File: src/rtl/lagarto_rst_pkg.sv
// Shared types and defaults for the Lagarto tile reset sequencer.
// Enum encodings are visible on seq_state_o, so keep them stable.
package lagarto_rst_pkg;

  typedef enum logic [1:0] {
    WAKE    = 2'd0,
    STAGGER = 2'd1,
    RUN     = 2'd2
  } seq_state_e;

  typedef enum logic [1:0] {
    IDLE = 2'd0,
    HOLD = 2'd1,
    SYNC = 2'd2
  } soft_state_e;

  localparam int DEF_WAKE_CYCLES    = 32768;
  localparam int DEF_STAGGER_CYCLES = 16;
  localparam int DEF_SYNC_STAGES    = 2;
  localparam int DEF_SOFT_RST_MIN   = 8;

  // Counter value (edge number) at which hart idx gets its release.
  function automatic int release_at(input int wake, input int stagger, input int idx);
    return wake + idx * stagger;
  endfunction

endpackage

File: src/rtl/lagarto_rst_sync.sv
// Reset release synchronizer: asynchronous assert on reset_l, synchronous deassert,
// plus a synchronous clear used to pull a running hart back into reset.
module lagarto_rst_sync #(
  parameter int STAGES = 2
) (
  input  logic clk_i,
  input  logic reset_l,
  input  logic clear,
  input  logic rel,
  output logic rst_l,
  output logic rst_l_pre
);

  if (STAGES < 2) begin : g_bad_stages
    $error("lagarto_rst_sync: STAGES must be >= 2");
  end

  logic [STAGES-1:0] chain_reg;

  always_ff @(posedge clk_i or negedge reset_l) begin
    if (!reset_l) begin
      chain_reg <= '0;
    end else if (clear) begin
      chain_reg <= '0;
    end else begin
      chain_reg <= {chain_reg[STAGES-2:0], rel};
    end
  end

  // rst_l_pre high means rst_l rises on the next edge.
  assign rst_l     = chain_reg[STAGES-1];
  assign rst_l_pre = chain_reg[STAGES-2];

endmodule

File: src/rtl/lagarto_reset_sequencer.sv
// Multi-hart reset sequencer: programmable wake-up delay, staggered per-hart release
// through reset synchronizers, and per-hart soft reset request/ack.
module lagarto_reset_sequencer
  import lagarto_rst_pkg::*;
#(
  parameter int NUM_HARTS      = 1,
  parameter int WAKE_CYCLES    = DEF_WAKE_CYCLES,
  parameter int STAGGER_CYCLES = DEF_STAGGER_CYCLES,
  parameter int SYNC_STAGES    = DEF_SYNC_STAGES,
  parameter int SOFT_RST_MIN   = DEF_SOFT_RST_MIN
) (
  input  logic                 clk_i,
  input  logic                 reset_l,
  input  logic [NUM_HARTS-1:0] soft_rst_req_i,
  output logic [NUM_HARTS-1:0] soft_rst_ack_o,
  output logic [NUM_HARTS-1:0] hart_rst_l_o,
  output logic                 all_released_o,
  output logic [1:0]           seq_state_o
);

  localparam int LAST_REL = release_at(WAKE_CYCLES, STAGGER_CYCLES, NUM_HARTS - 1);
  localparam int CNT_W    = $clog2(LAST_REL + 1);
  localparam int HOLD_W   = $clog2(SOFT_RST_MIN + 1);

  if (NUM_HARTS < 1) begin : g_bad_harts
    $error("lagarto_reset_sequencer: NUM_HARTS must be >= 1");
  end
  if (WAKE_CYCLES < 1) begin : g_bad_wake
    $error("lagarto_reset_sequencer: WAKE_CYCLES must be >= 1");
  end
  if (STAGGER_CYCLES < 0) begin : g_bad_stagger
    $error("lagarto_reset_sequencer: STAGGER_CYCLES must be >= 0");
  end
  if (SYNC_STAGES < 2) begin : g_bad_sync
    $error("lagarto_reset_sequencer: SYNC_STAGES must be >= 2");
  end
  if (SOFT_RST_MIN < 1) begin : g_bad_soft
    $error("lagarto_reset_sequencer: SOFT_RST_MIN must be >= 1");
  end

  logic [CNT_W-1:0]     cnt_reg, cnt_next;
  seq_state_e           seq_reg, seq_next;
  logic                 all_rel_reg, all_rel_next;
  logic [NUM_HARTS-1:0] hart_rst_l, hart_pre;

  // Saturating counter; cnt_next is the edge number being completed.
  always_comb begin
    cnt_next = cnt_reg;
    if (cnt_reg != CNT_W'(LAST_REL)) begin
      cnt_next = cnt_reg + CNT_W'(1);
    end
  end

  always_comb begin
    seq_next = seq_reg;
    case (seq_reg)
      WAKE: begin
        if (cnt_next >= CNT_W'(WAKE_CYCLES)) begin
          seq_next = (LAST_REL == WAKE_CYCLES) ? RUN : STAGGER;
        end
      end
      STAGGER: begin
        if (cnt_next >= CNT_W'(LAST_REL)) begin
          seq_next = RUN;
        end
      end
      RUN:     seq_next = RUN;
      default: seq_next = WAKE;
    endcase
    all_rel_next = (seq_reg == RUN) && (&hart_rst_l);
  end

  always_ff @(posedge clk_i or negedge reset_l) begin
    if (!reset_l) begin
      cnt_reg     <= '0;
      seq_reg     <= WAKE;
      all_rel_reg <= 1'b0;
    end else begin
      cnt_reg     <= cnt_next;
      seq_reg     <= seq_next;
      all_rel_reg <= all_rel_next;
    end
  end

  for (genvar gi = 0; gi < NUM_HARTS; gi++) begin : g_hart
    localparam int REL_AT = release_at(WAKE_CYCLES, STAGGER_CYCLES, gi);

    soft_state_e       soft_reg, soft_next;
    logic [HOLD_W-1:0] hold_reg, hold_next;
    logic              rel_reg, ack_reg, ack_next;
    logic              sync_clear, sync_d;

    always_comb begin
      soft_next  = soft_reg;
      hold_next  = hold_reg;
      sync_clear = 1'b0;
      ack_next   = 1'b0;
      case (soft_reg)
        IDLE: begin
          if (soft_rst_req_i[gi] && hart_rst_l[gi]) begin
            soft_next  = HOLD;
            hold_next  = '0;
            sync_clear = 1'b1;
          end
        end
        HOLD: begin
          if (hold_reg != HOLD_W'(SOFT_RST_MIN - 1)) begin
            hold_next = hold_reg + HOLD_W'(1);
          end else if (!soft_rst_req_i[gi]) begin
            soft_next = SYNC;
          end
        end
        SYNC: begin
          // Ack lands on the same edge the hart comes out of reset.
          if (hart_pre[gi]) begin
            soft_next = IDLE;
            ack_next  = 1'b1;
          end
        end
        default: soft_next = IDLE;
      endcase
    end

    always_ff @(posedge clk_i or negedge reset_l) begin
      if (!reset_l) begin
        rel_reg  <= 1'b0;
        soft_reg <= IDLE;
        hold_reg <= '0;
        ack_reg  <= 1'b0;
      end else begin
        rel_reg  <= rel_reg | (cnt_next >= CNT_W'(REL_AT));
        soft_reg <= soft_next;
        hold_reg <= hold_next;
        ack_reg  <= ack_next;
      end
    end

    assign sync_d = rel_reg && (soft_reg != HOLD);

    lagarto_rst_sync #(
      .STAGES(SYNC_STAGES)
    ) u_sync (
      .clk_i     (clk_i),
      .reset_l   (reset_l),
      .clear     (sync_clear),
      .rel       (sync_d),
      .rst_l     (hart_rst_l[gi]),
      .rst_l_pre (hart_pre[gi])
    );

    assign soft_rst_ack_o[gi] = ack_reg;
  end

  assign hart_rst_l_o   = hart_rst_l;
  assign all_released_o = all_rel_reg;
  assign seq_state_o    = seq_reg;

endmodule

File: config.mk
export PLATFORM = sky130hd
export DESIGN_NAME = lagarto_reset_sequencer
export DESIGN_NICKNAME = d
export VERILOG_FILES = /design/src/rtl/lagarto_rst_pkg.sv /design/src/rtl/lagarto_rst_sync.sv /design/src/rtl/lagarto_reset_sequencer.sv
export SDC_FILE = /design/constraint.sdc
export NUM_CORES = 1
export LEC_CHECK = 0
export ABC_CLOCK_PERIOD_IN_PS = 3830
export BUFFER_PORTS_ARGS = -buffer_cell sky130_fd_sc_hd__buf_4
export CAP_MARGIN = 30
export CORE_UTILIZATION = 55
export DETAILED_ROUTE_END_ITERATION = 7
export HOLD_SLACK_MARGIN = 0.06
export PLACE_DENSITY = 0.73
export SLEW_MARGIN = 20
export SYNTH_ARGS = -nofsm -noshare
export SYNTH_HDL_FRONTEND = slang
export SYNTH_SLANG_ARGS = --single-unit
File: constraint.sdc
create_clock -name clk_i -period 3.83 [get_ports clk_i]
set_input_delay 0.1915 -clock clk_i [delete_from_list [all_inputs] [get_ports clk_i]]
set_output_delay 0.1915 -clock clk_i [all_outputs]
set_load 0.02 [all_outputs]
==> impl_metrics.csv <==
group,metric,value,unit
setup_path,crit_arrival,1.82,ns
sta,min_period,1.57,ns
cts,cts_buffer_depth,2,
cts,ctsRootBufferMaster,"clkbuf_4",
setup_path,path_class,"flop to flop",
setup_path,slowest_stage,"or3_4",
die,dieWidth,50.4,µm
synthesis,synth_mux_area_share,3.11,%
sta,setup_violations,0,
worst_hold_path,hold_class,"primary input to async pin",
synthesis,synth_cells,118,
setup_path,r2r-end,"cnt_reg[14]",
setup_path,startpoint_type,"flop",
finish,drive_gt1_share,11.8,%
sta,fin_skew,0.00578,ns
die,die_y,50.4,µm
synthesis,yosys_warnings,0,
finish,num_antenna_cells,0,
placement,dp_cells,149,
global_route,grt-ovfl-total,0,
sta,finalHoldViolations,0,
global_route,grt_max_degree,29,
run,cap_violations,0,
synthesis,ys_seq_elements,28,
die,boundaryPins,8,
sta,setup_tns,0,ns
setup_path,r2r_setup_slack,2.26,ns
setup_path,endpoint_kind,"flop",
sta,drv_slew,0,
setup_path,rr_startpoint,"cnt_reg[0]",
setup_path,cpPeakStageDelay,0.42,ns
synthesis,syn_area,1290,µm²
sta,setup_slack,2.26,ns
die,start_util,58.3,%
sta,timing.fmax,638,MHz
placement,dpl.hpwl,1440,µm
pwr,ir_worst_vdd,0.248,mV
setup_path,required,4.09,ns
drt,vias,847,
synthesis,synthSimpleGateAreaFrac,20.4,%
global_route,grt_pass1_vias,854,
cts,htreeDepth,1,
synthesis,synth_fa_ha_area_share,2.91,%
die,rows,17,
cts,cts_tree,"built",
drt,drt_wl_total,2020,µm
global_route,track_usage,19.1,%
drt,drtIter0Drc,10,
sta,fin_crit_sh,40.9,%
finish,layout_commonest_cell,"dfrtp_1",
setup_path,cp_max_fo,4,
drt,via_per_inst,5.46,
drt,drc,0,
cts,clkTransAtPathRegs,0.15,ns
finish,largest_reg_flops,16,
synthesis,ys_types,32,
sta,timing.hold.ws,0.289,ns
drt,wire_per_inst,13.1,µm
setup_path,cpLargestDelayFamily,"simple AND/OR/NAND/NOR gates",
synthesis,synth_compound_area_share,6.80,%
synthesis,avgSynthCellArea,10.9,µm²
finish,final_nets,134,
setup_path,worstRegToRegCells,5,
synthesis,synthXorXnorAreaFrac,9.51,%
setup_path,crit_chain,"ha_1, nand2_1, or3_4, nor3_2, xor2_1",
finish,layout_common_cells,"dfrtp_1, nor2_1, nand2_1, xnor2_1, o21ai_0",
placement,pre_cts_slack,2.30,ns
drt,ant_nets,0,
pwr,leakage,0.617,nW
synthesis,ys_seq_area_share,54.4,%
finish,fin_util,63.6,%
finish,area_growth,9.13,%
synthesis,synth_top_family_by_area,"simple AND/OR/NAND/NOR gates",
cts,clkSinkCount,28,
synthesis,synth_fp_nets,124,
global_route,grt_first_pass_wirelength,3610,µm
placement,numPortBuffers,6,
finish,fin_cells,155,
pwr,p_total,0.448,mW
cts,cts-buffers-inserted,3,
global_route,antenna_found_initial,0,
pwr,p_per_area,318,nW/µm²
run_status,outcome,"finished, final reports clean",
die,dieArea,2540,µm²
die,coreArea,2210,µm²
sta,rsz0062_at_grt,"false",
drt,firstDrtPassIters,4,
setup_path,cp.buffers_inverters,0,
placement,gp_congestion,0.860,
cts,clk_latency,0.33,ns
placement,place_area,1350,µm²
finish,fin_area,1410,µm²
[area by class of cell]
type	count	area [µm²]
clock buffer	4	36.3
sequential	28	701
fill	191	806
timing repair buffer	8	65.1
tap	28	35.0
multi-input combinational	83	554
inverter	4	15.0
[cell usage after synthesis, drive strengths merged]
master | n | area, µm²
dfrtp | 28 | 701
nand2 | 9 | 36.3
nor2 | 9 | 33.8
xnor2 | 8 | 70.1
o21ai | 7 | 35.0
nand3 | 6 | 35.0
xor2 | 6 | 52.6
nor2b | 5 | 31.3
a21oi | 4 | 20.0
inv | 4 | 15.0
mux2i | 4 | 40.0
ha | 3 | 37.5
nand4 | 3 | 18.8
nor3 | 3 | 25.0
and3 | 2 | 12.5
buf | 2 | 15.0
nor4 | 2 | 12.5
nor4b | 2 | 17.5
a22o | 1 | 8.76
and2 | 1 | 6.26
and4 | 1 | 8.76
clkbuf | 1 | 3.75
conb | 1 | 3.75
nand2b | 1 | 6.26
nand3b | 1 | 7.51
o22ai | 1 | 6.26
o31a | 1 | 8.76
o32ai | 1 | 8.76
or3 | 1 | 11.3
[power by group]
group / switching (mW) / total, mW / internal, mW
Clock: 0.0841 / 0.142 / 0.0582
Sequential: 0 / 0.296 / 0.296
Combinational: 0.00690 / 0.00957 / 0.00268
Total: 0.0910 / 0.448 / 0.357
[worst max-delay path by stage]
stage / slack (ns) / start / cells after the start / to
floorplan: 2.40 / cnt_reg[0] / 5 / cnt_reg[14]
global placement: 2.36 / cnt_reg[1] / 5 / cnt_reg[14]
detailed placement: 2.30 / cnt_reg[1] / 5 / cnt_reg[14]
CTS: 2.26 / cnt_reg[1] / 5 / cnt_reg[14]
global route: 2.17 / cnt_reg[0] / 5 / cnt_reg[10]
finish: 2.26 / cnt_reg[0] / 5 / cnt_reg[14]
[routing by layer]
| layer | track usage (%) | share of wire (%) | vias up |
|---|---|---|---|
| met4 | 8.33 | 1.4 | 0 |
| met1 | 22.5 | 48 | 403 |
| li1 | - | - | 427 |
| met2 | 33.6 | 48 | 13 |
| met5 | 0 | 0 | - |
| met3 | 3.64 | 2.3 | 4 |
[repair_timing]
action,CTS,global route
endpoints found under the hold margin,29,0
hold buffers,2,0
buffers inserted,0,0
resized for setup,0,0
setup endpoints to repair,0,0
[logic make-up after synthesis]
logic type,Yosys count
simple gates,46
flops,28
compound gates,15
xor+xnor,14
buf+inv,7
mux,4
fa+ha+maj,3
other cells,1
Power figures use the tool's default switching activity.
